`src/rtl/histo_uart_rx.sv`:
```
// Serial histogram receiver: assembles 8N1 bytes into 24-bit bin counts,
// tags each with its bin number and flags the last bin of a 1024-bin frame.
module histo_uart_rx #(
    parameter int unsigned BAUD_DIV     = 84,
    parameter int unsigned TIMEOUT_BITS = 32
) (
    input  logic        clk_i,
    input  logic        rstn_i,
    input  logic        en_i,
    input  logic        rx_i,
    output logic [23:0] bin_data_o,
    output logic [9:0]  bin_idx_o,
    output logic        bin_vld_o,
    output logic        frame_done_o,
    output logic        frame_err_o,
    output logic        busy_o
);

    localparam int unsigned HALF_DIV = BAUD_DIV / 2;
    localparam int unsigned TO_LIMIT = TIMEOUT_BITS * BAUD_DIV;
    localparam int unsigned TO_W     = (TO_LIMIT < 2) ? 1 : $clog2(TO_LIMIT + 1);

    typedef enum logic [1:0] {
        IDLE,
        START,
        DATA,
        STOP
    } state_e;

    state_e          state_q;
    logic            sync1_q;
    logic            sync2_q;
    logic            rxPrev_q;
    logic [15:0]     baudCnt_q;
    logic [2:0]      bitCnt_q;
    logic [7:0]      shift_q;
    logic [15:0]     word_q;
    logic [1:0]      byteCnt_q;
    logic [9:0]      binCnt_q;
    logic [TO_W-1:0] toCnt_q;
    logic            stopWait_q;
    logic [23:0]     binData_q;
    logic [9:0]      binIdx_q;
    logic            binVld_q;
    logic            frameDone_q;
    logic            frameErr_q;

    logic startEdge;
    logic halfTick;
    logic bitTick;
    logic toHit;

    assign startEdge = rxPrev_q & ~sync2_q;
    assign halfTick  = (baudCnt_q == 16'(HALF_DIV - 1));
    assign bitTick   = (baudCnt_q == 16'(BAUD_DIV - 1));
    // Fires on the idle cycle that brings the timeout counter to its limit,
    // so a saturated counter cannot pulse frame_err_o a second time.
    assign toHit     = (toCnt_q == TO_W'(TO_LIMIT - 1));

    always_ff @(posedge clk_i) begin
        if (!rstn_i) begin
            state_q     <= IDLE;
            sync1_q     <= 1'b1;
            sync2_q     <= 1'b1;
            rxPrev_q    <= 1'b1;
            baudCnt_q   <= '0;
            bitCnt_q    <= '0;
            shift_q     <= '0;
            word_q      <= '0;
            byteCnt_q   <= '0;
            binCnt_q    <= '0;
            toCnt_q     <= '0;
            stopWait_q  <= 1'b0;
            binData_q   <= '0;
            binIdx_q    <= '0;
            binVld_q    <= 1'b0;
            frameDone_q <= 1'b0;
            frameErr_q  <= 1'b0;
        end else begin
            sync1_q     <= rx_i;
            sync2_q     <= sync1_q;
            rxPrev_q    <= sync2_q;
            binVld_q    <= 1'b0;
            frameDone_q <= 1'b0;
            frameErr_q  <= 1'b0;

            if (!en_i) begin
                state_q    <= IDLE;
                baudCnt_q  <= '0;
                bitCnt_q   <= '0;
                byteCnt_q  <= '0;
                binCnt_q   <= '0;
                toCnt_q    <= '0;
                stopWait_q <= 1'b0;
            end else begin
                case (state_q)
                    IDLE: begin
                        if (startEdge) begin
                            state_q   <= START;
                            baudCnt_q <= '0;
                            toCnt_q   <= '0;
                        end else if (sync2_q) begin
                            if (toCnt_q != TO_W'(TO_LIMIT)) begin
                                toCnt_q <= toCnt_q + TO_W'(1);
                            end
                            if (toHit && (byteCnt_q != 2'd0 || binCnt_q != 10'd0)) begin
                                byteCnt_q  <= '0;
                                binCnt_q   <= '0;
                                frameErr_q <= 1'b1;
                            end
                        end
                    end

                    // Mid-start-bit check rejects short low glitches silently.
                    START: begin
                        if (halfTick) begin
                            baudCnt_q <= '0;
                            bitCnt_q  <= '0;
                            state_q   <= sync2_q ? IDLE : DATA;
                        end else begin
                            baudCnt_q <= baudCnt_q + 16'd1;
                        end
                    end

                    DATA: begin
                        if (bitTick) begin
                            baudCnt_q  <= '0;
                            shift_q    <= {sync2_q, shift_q[7:1]};
                            bitCnt_q   <= bitCnt_q + 3'd1;
                            stopWait_q <= 1'b0;
                            if (bitCnt_q == 3'd7) begin
                                state_q <= STOP;
                            end
                        end else begin
                            baudCnt_q <= baudCnt_q + 16'd1;
                        end
                    end

                    STOP: begin
                        if (stopWait_q) begin
                            if (sync2_q) begin
                                stopWait_q <= 1'b0;
                                state_q    <= IDLE;
                            end
                        end else if (bitTick) begin
                            baudCnt_q <= '0;
                            if (sync2_q) begin
                                state_q <= IDLE;
                                case (byteCnt_q)
                                    2'd0: begin
                                        word_q[7:0] <= shift_q;
                                        byteCnt_q   <= 2'd1;
                                    end
                                    2'd1: begin
                                        word_q[15:8] <= shift_q;
                                        byteCnt_q    <= 2'd2;
                                    end
                                    default: begin
                                        binData_q   <= {shift_q, word_q};
                                        binIdx_q    <= binCnt_q;
                                        binVld_q    <= 1'b1;
                                        frameDone_q <= (binCnt_q == 10'd1023);
                                        binCnt_q    <= binCnt_q + 10'd1;
                                        byteCnt_q   <= 2'd0;
                                    end
                                endcase
                            end else begin
                                // Bad stop bit: drop the partial word but keep the bin position.
                                frameErr_q <= 1'b1;
                                byteCnt_q  <= '0;
                                stopWait_q <= 1'b1;
                            end
                        end else begin
                            baudCnt_q <= baudCnt_q + 16'd1;
                        end
                    end

                    default: state_q <= IDLE;
                endcase
            end
        end
    end

    assign bin_data_o   = binData_q;
    assign bin_idx_o    = binIdx_q;
    assign bin_vld_o    = binVld_q;
    assign frame_done_o = frameDone_q;
    assign frame_err_o  = frameErr_q;
    assign busy_o       = (state_q != IDLE);

endmodule

```
`config.mk`:
```
export PLATFORM = sky130hd
export DESIGN_NAME = histo_uart_rx
export DESIGN_NICKNAME = d
export VERILOG_FILES = /design/src/rtl/histo_uart_rx.sv
export SDC_FILE = /design/constraint.sdc
export NUM_CORES = 1
export LEC_CHECK = 0
export CAP_MARGIN = 10
export CORE_MARGIN = 1.5
export CORE_UTILIZATION = 45
export CTS_CLUSTER_SIZE = 12
export DETAILED_ROUTE_END_ITERATION = 10
export GPL_TIMING_DRIVEN = 0
export PLACE_DENSITY = 0.67
export REMOVE_ABC_BUFFERS = 1
export SLEW_MARGIN = 30
export SYNTH_ARGS = -nofsm -noshare
export SYNTH_HDL_FRONTEND = slang
export SYNTH_SLANG_ARGS = --single-unit
```
`constraint.sdc`:
```
create_clock -name clk_i -period 2.55 [get_ports clk_i]
set_input_delay 0.255 -clock clk_i [delete_from_list [all_inputs] [get_ports clk_i]]
set_output_delay 0.255 -clock clk_i [all_outputs]
set_load 0.01 [all_outputs]
```
==> flow_summary.rst, run 1 <==
.. list-table::
   :header-rows: 1

   * - Metric
     - Value
   * - Result of the run
     - complete, no violations
   * - Leakage component of the power
     - 1.93 nW
   * - Synth Cell Area
     - 5080 µm²
   * - Share of flip-flops with an asynchronous set or reset
     - 0%
   * - Full die area
     - 11900 µm²
   * - Floorplan core area
     - 10900 µm²
   * - Cell row count
     - 38
   * - Critical Path Start
     - baudCnt_q[1]
   * - HPWL after detailed placement
     - 7.27 mm
   * - Effective utilization at floorplan
     - 46.5%
   * - Number of nets with antenna violations after detailed routing
     - 0
   * - Number of DRC violations after detailed routing
     - 0
   * - Final setup fails
     - 0
   * - Tightest Hold Check Type
     - input port to flop
   * - Total power after layout
     - 3.14 mW
   * - Final net count
     - 651
   * - Yosys cell types
     - just under 60
   * - Most used standard cell by instance count after synthesis
     - sky130_fd_sc_hd__nand2_1
   * - Worst slew margin relative to its limit
     - a little under 40%
   * - Maximum fanout count along the critical path
     - 8
   * - Deepest level of the CTS H-tree
     - 3
   * - Per-cell routed wire length
     - roughly 14 µm
   * - Number of buffers created by CTS
     - 9
   * - Crit-path cells
     - ha_4 -> or4bb_4 -> nor4_4 -> nand2_2 -> or4_4 -> mux2i_1
   * - Final slew viol count
     - 0
   * - Endpoint type of the worst setup path
     - flop
   * - Final setup margin
     - 0.113 ns
   * - Initial antenna violation count
     - 0
   * - Total power per unit cell area
     - about 520 nW/µm²
   * - Max capacitance violation total
     - 0
   * - DIE WIDTH
     - 109 µm
   * - Yosys warning count
     - 0
   * - Pin count of the biggest net entering global routing
     - between 70 and 80
   * - Final global-route overflow total
     - 0
   * - Placed cell count
     - 756
   * - Transition time at the pin with the least slew margin
     - 0.909 ns
   * - # diodes
     - 0
   * - Fraction of the cycle the final worst path needs
     - 95.6%
   * - Post-synthesis register bit count
     - 110
   * - Clock tree from TritonCTS
     - done
   * - Vertical die dimension
     - 109 µm
   * - Most area-hungry cell type in the Yosys netlist
     - sky130_fd_sc_hd__dfxtp_1
   * - Post-synthesis area per instance
     - 8.38 µm²
   * - FMAX
     - 410 MHz
   * - Area added between synthesis and finish
     - 18.4%
   * - Placer's final routability congestion estimate
     - between 0.7 and 0.8
   * - Reg-to-reg slack, setup
     - 0.11 ns
   * - Buffer cell driving the clock tree root
     - sky130_fd_sc_hd__clkbuf_16
   * - Path type of the worst setup path
     - flop to flop
   * - Top-area cell type share of the netlist area
     - 43.3%
   * - Min Hold Slack
     - ~0.4 ns
   * - Worst endpoint data arrival time
     - 2.66 ns
   * - Via count of the first global-routing pass
     - 3873
   * - Number of DRC markers after the initial detailed-route iteration
     - 184
   * - I/O Pins
     - 42
   * - Clock slew seen by the registers of the worst setup and hold paths
     - 0.07 ns
   * - Worst VDD drop
     - roughly 0.0003 V
   * - Fraction of final layout cells with drive strength greater than 1
     - 8.13%
   * - Portion of the post-synthesis area used by sequential elements
     - 43.3%
   * - Clk sinks
     - 110
   * - Clock insertion delay at the later pin of the skew report
     - 0.34 ns
   * - Buffers on Ports
     - 41
   * - Most frequently used flop master after synthesis
     - sky130_fd_sc_hd__dfxtp_1
   * - Worst Reg-to-Reg Cells
     - 6
   * - CP Capture Point
     - word_q[4]
   * - Launching element type of the critical path
     - flop
   * - Pre-Repair DR Iteration Count
     - 4
   * - Fin Clk Skew
     - 0.00792 ns
   * - Final hold vios
     - 0
   * - Crit path time final
     - between 2 and 2.5 ns
   * - Aggregate negative setup slack
     - 0 ns
   * - Commonest cells in the synthesized netlist
     - 135 x sky130_fd_sc_hd__nand2_1, 110 x sky130_fd_sc_hd__dfxtp_1, 36 x sky130_fd_sc_hd__a21boi_0, 35 x sky130_fd_sc_hd__nor2_1, 29 x sky130_fd_sc_hd__clkbuf_1
   * - Max Buffers Root-to-Sink
     - 2
   * - Worst slack after detailed placement
     - -0.930 ns
   * - Wire length of the first global-routing pass
     - 17.8 mm
   * - Wirelength, routed
     - between 10 and 15 mm
   * - Overall via count from detail_route
     - 4212
   * - Combined global-route utilization of all metal layers
     - 18.7%
   * - Largest stage delay, worst path
     - 0.62 ns
   * - Leading cell types by total area after synthesis
     - sky130_fd_sc_hd__dfxtp_1 43%, sky130_fd_sc_hd__nand2_1 10%, sky130_fd_sc_hd__a21boi_0 5.3%, sky130_fd_sc_hd__mux2i_1 3.3%, sky130_fd_sc_hd__ha_1 3.0%
   * - Reg-to-reg endpoint
     - word_q[4]
   * - Startpoint of the worst-slack reg-to-reg timing path
     - baudCnt_q[1]
   * - Master of the slowest instance on the critical path
     - sky130_fd_sc_hd__or4_4
   * - Number of flops mapped to enable cells by yosys
     - 0
   * - Final instance count without filler cells
     - 780
   * - Required time of the critical path
     - 2.78 ns
   * - Via density
     - 5.40
   * - Post-synthesis instance total
     - 606
## cell families after synthesis
group | count (synthesis) | synth area share (%)
xor gates and xnor gates | 21 | 3.62
and+or+nand+nor | 278 | 27.2
muxes | 17 | 3.35
buffers and inverters | 54 | 4.11
DFF | 110 | 43.3
AOI/OAI and AO/OA | 114 | 15.4
adders and majority gates | 12 | 2.95
## worst min path at each step
stage / from / to / slack (ns) / cells after the start
finish: rstn_i / sync1_q / 0.39 / 2
global route: rstn_i / sync1_q / 0.41 / 2
CTS: rstn_i / sync1_q / 0.38 / 2
detailed placement: sync1_q / sync2_q / 0.40 / 1
global placement: sync1_q / sync2_q / 0.40 / 1
floorplan: rstn_i / rxPrev_q / 0.32 / 1
## metrics by stage
step	cell area (µm²)	utilization [%]
6_report	6020	55.0
3_3_place_gp	5530	50.6
4_1_cts	5990	54.7
5_1_grt	6020	55.0
3_5_place_dp	5580	51.0
2_1_floorplan	4940	-
## sequential cells by signal, summed over array words and instances (netlist names), 2 cells and up, named ones only
| signal | cells |
|---|---|
| byteCnt_q | 2 |
| bin_data_o | 24 |
| word_q | 16 |
| toCnt_q | 12 |
| baudCnt_q | 16 |
| bitCnt_q | 3 |
| bin_idx_o | 10 |
| binCnt_q | 10 |
| shift_q | 8 |
## critical path, delay by kind of cell (launching register included)
| family | cells | cell delay [ns] |
|---|---|---|
| flops | 1 | 0.41 |
| mux | 1 | 0.16 |
| fa+ha+maj | 1 | 0.19 |
| simple gates | 4 | 1.56 |
## power breakdown
group	total, mW	switching [mW]	internal, mW
clock network	1.33	0.654	0.674
registers	1.73	0.00612	1.72
logic	0.0814	0.0532	0.0282
total	3.14	0.714	2.42
## layer usage
| metal | share of wire [%] | vias to the layer above | GRT usage, % |
|---|---|---|---|
| li1 | - | 2177 | - |
| met1 | 49 | 1966 | 24.2 |
| met2 | 47 | 59 | 30.4 |
| met3 | 2.8 | 10 | 2.93 |
| met4 | 1.2 | 0 | 8.72 |
| met5 | 0 | - | 0 |
## repair_timing
action / 4_1_cts / 5_1_grt
buffers inserted: 7 / 1
pin swaps: 8 / 3
setup endpoints to repair: 75 / 35
resized for setup: 20 / 4
hold buffers: 0 / 0
## cell usage in the layout, fill, tap and decap left out, drive strengths merged, types with 5 or more instances in the layout
master and count:
a21boi 42, a21oi 16, a31oi 18, and3 5
buf 13, clkbuf 9, clkdlybuf4s50 40, dfxtp 110
ha 12, inv 21, mux2i 17, nand2 135
nand2b 6, nand3 22, nand4 11, nor2 35
nor3 15, nor4 11, o21ai 11, o31ai 6
or4 8, xnor2 16, xor2 5
## final cells by class
class                   instances  area, µm²
fillers                      1016       4920
clock buffers                   9        225
multi-input cells             442       2760
flip-flops and latches        110       2200
well taps                     140        175
repair buffers                 53        527
inverters                      19       71.3
clock inverters                 7       55.1
Power figures use the tool's default switching activity.
==> run 2, diff against run 1 <==
Settings changed: HOLD_SLACK_MARGIN from default to 0.08.
==> results of run 2 <==
Same layout as run 1: the final DEF is identical, and so are final timing and power.
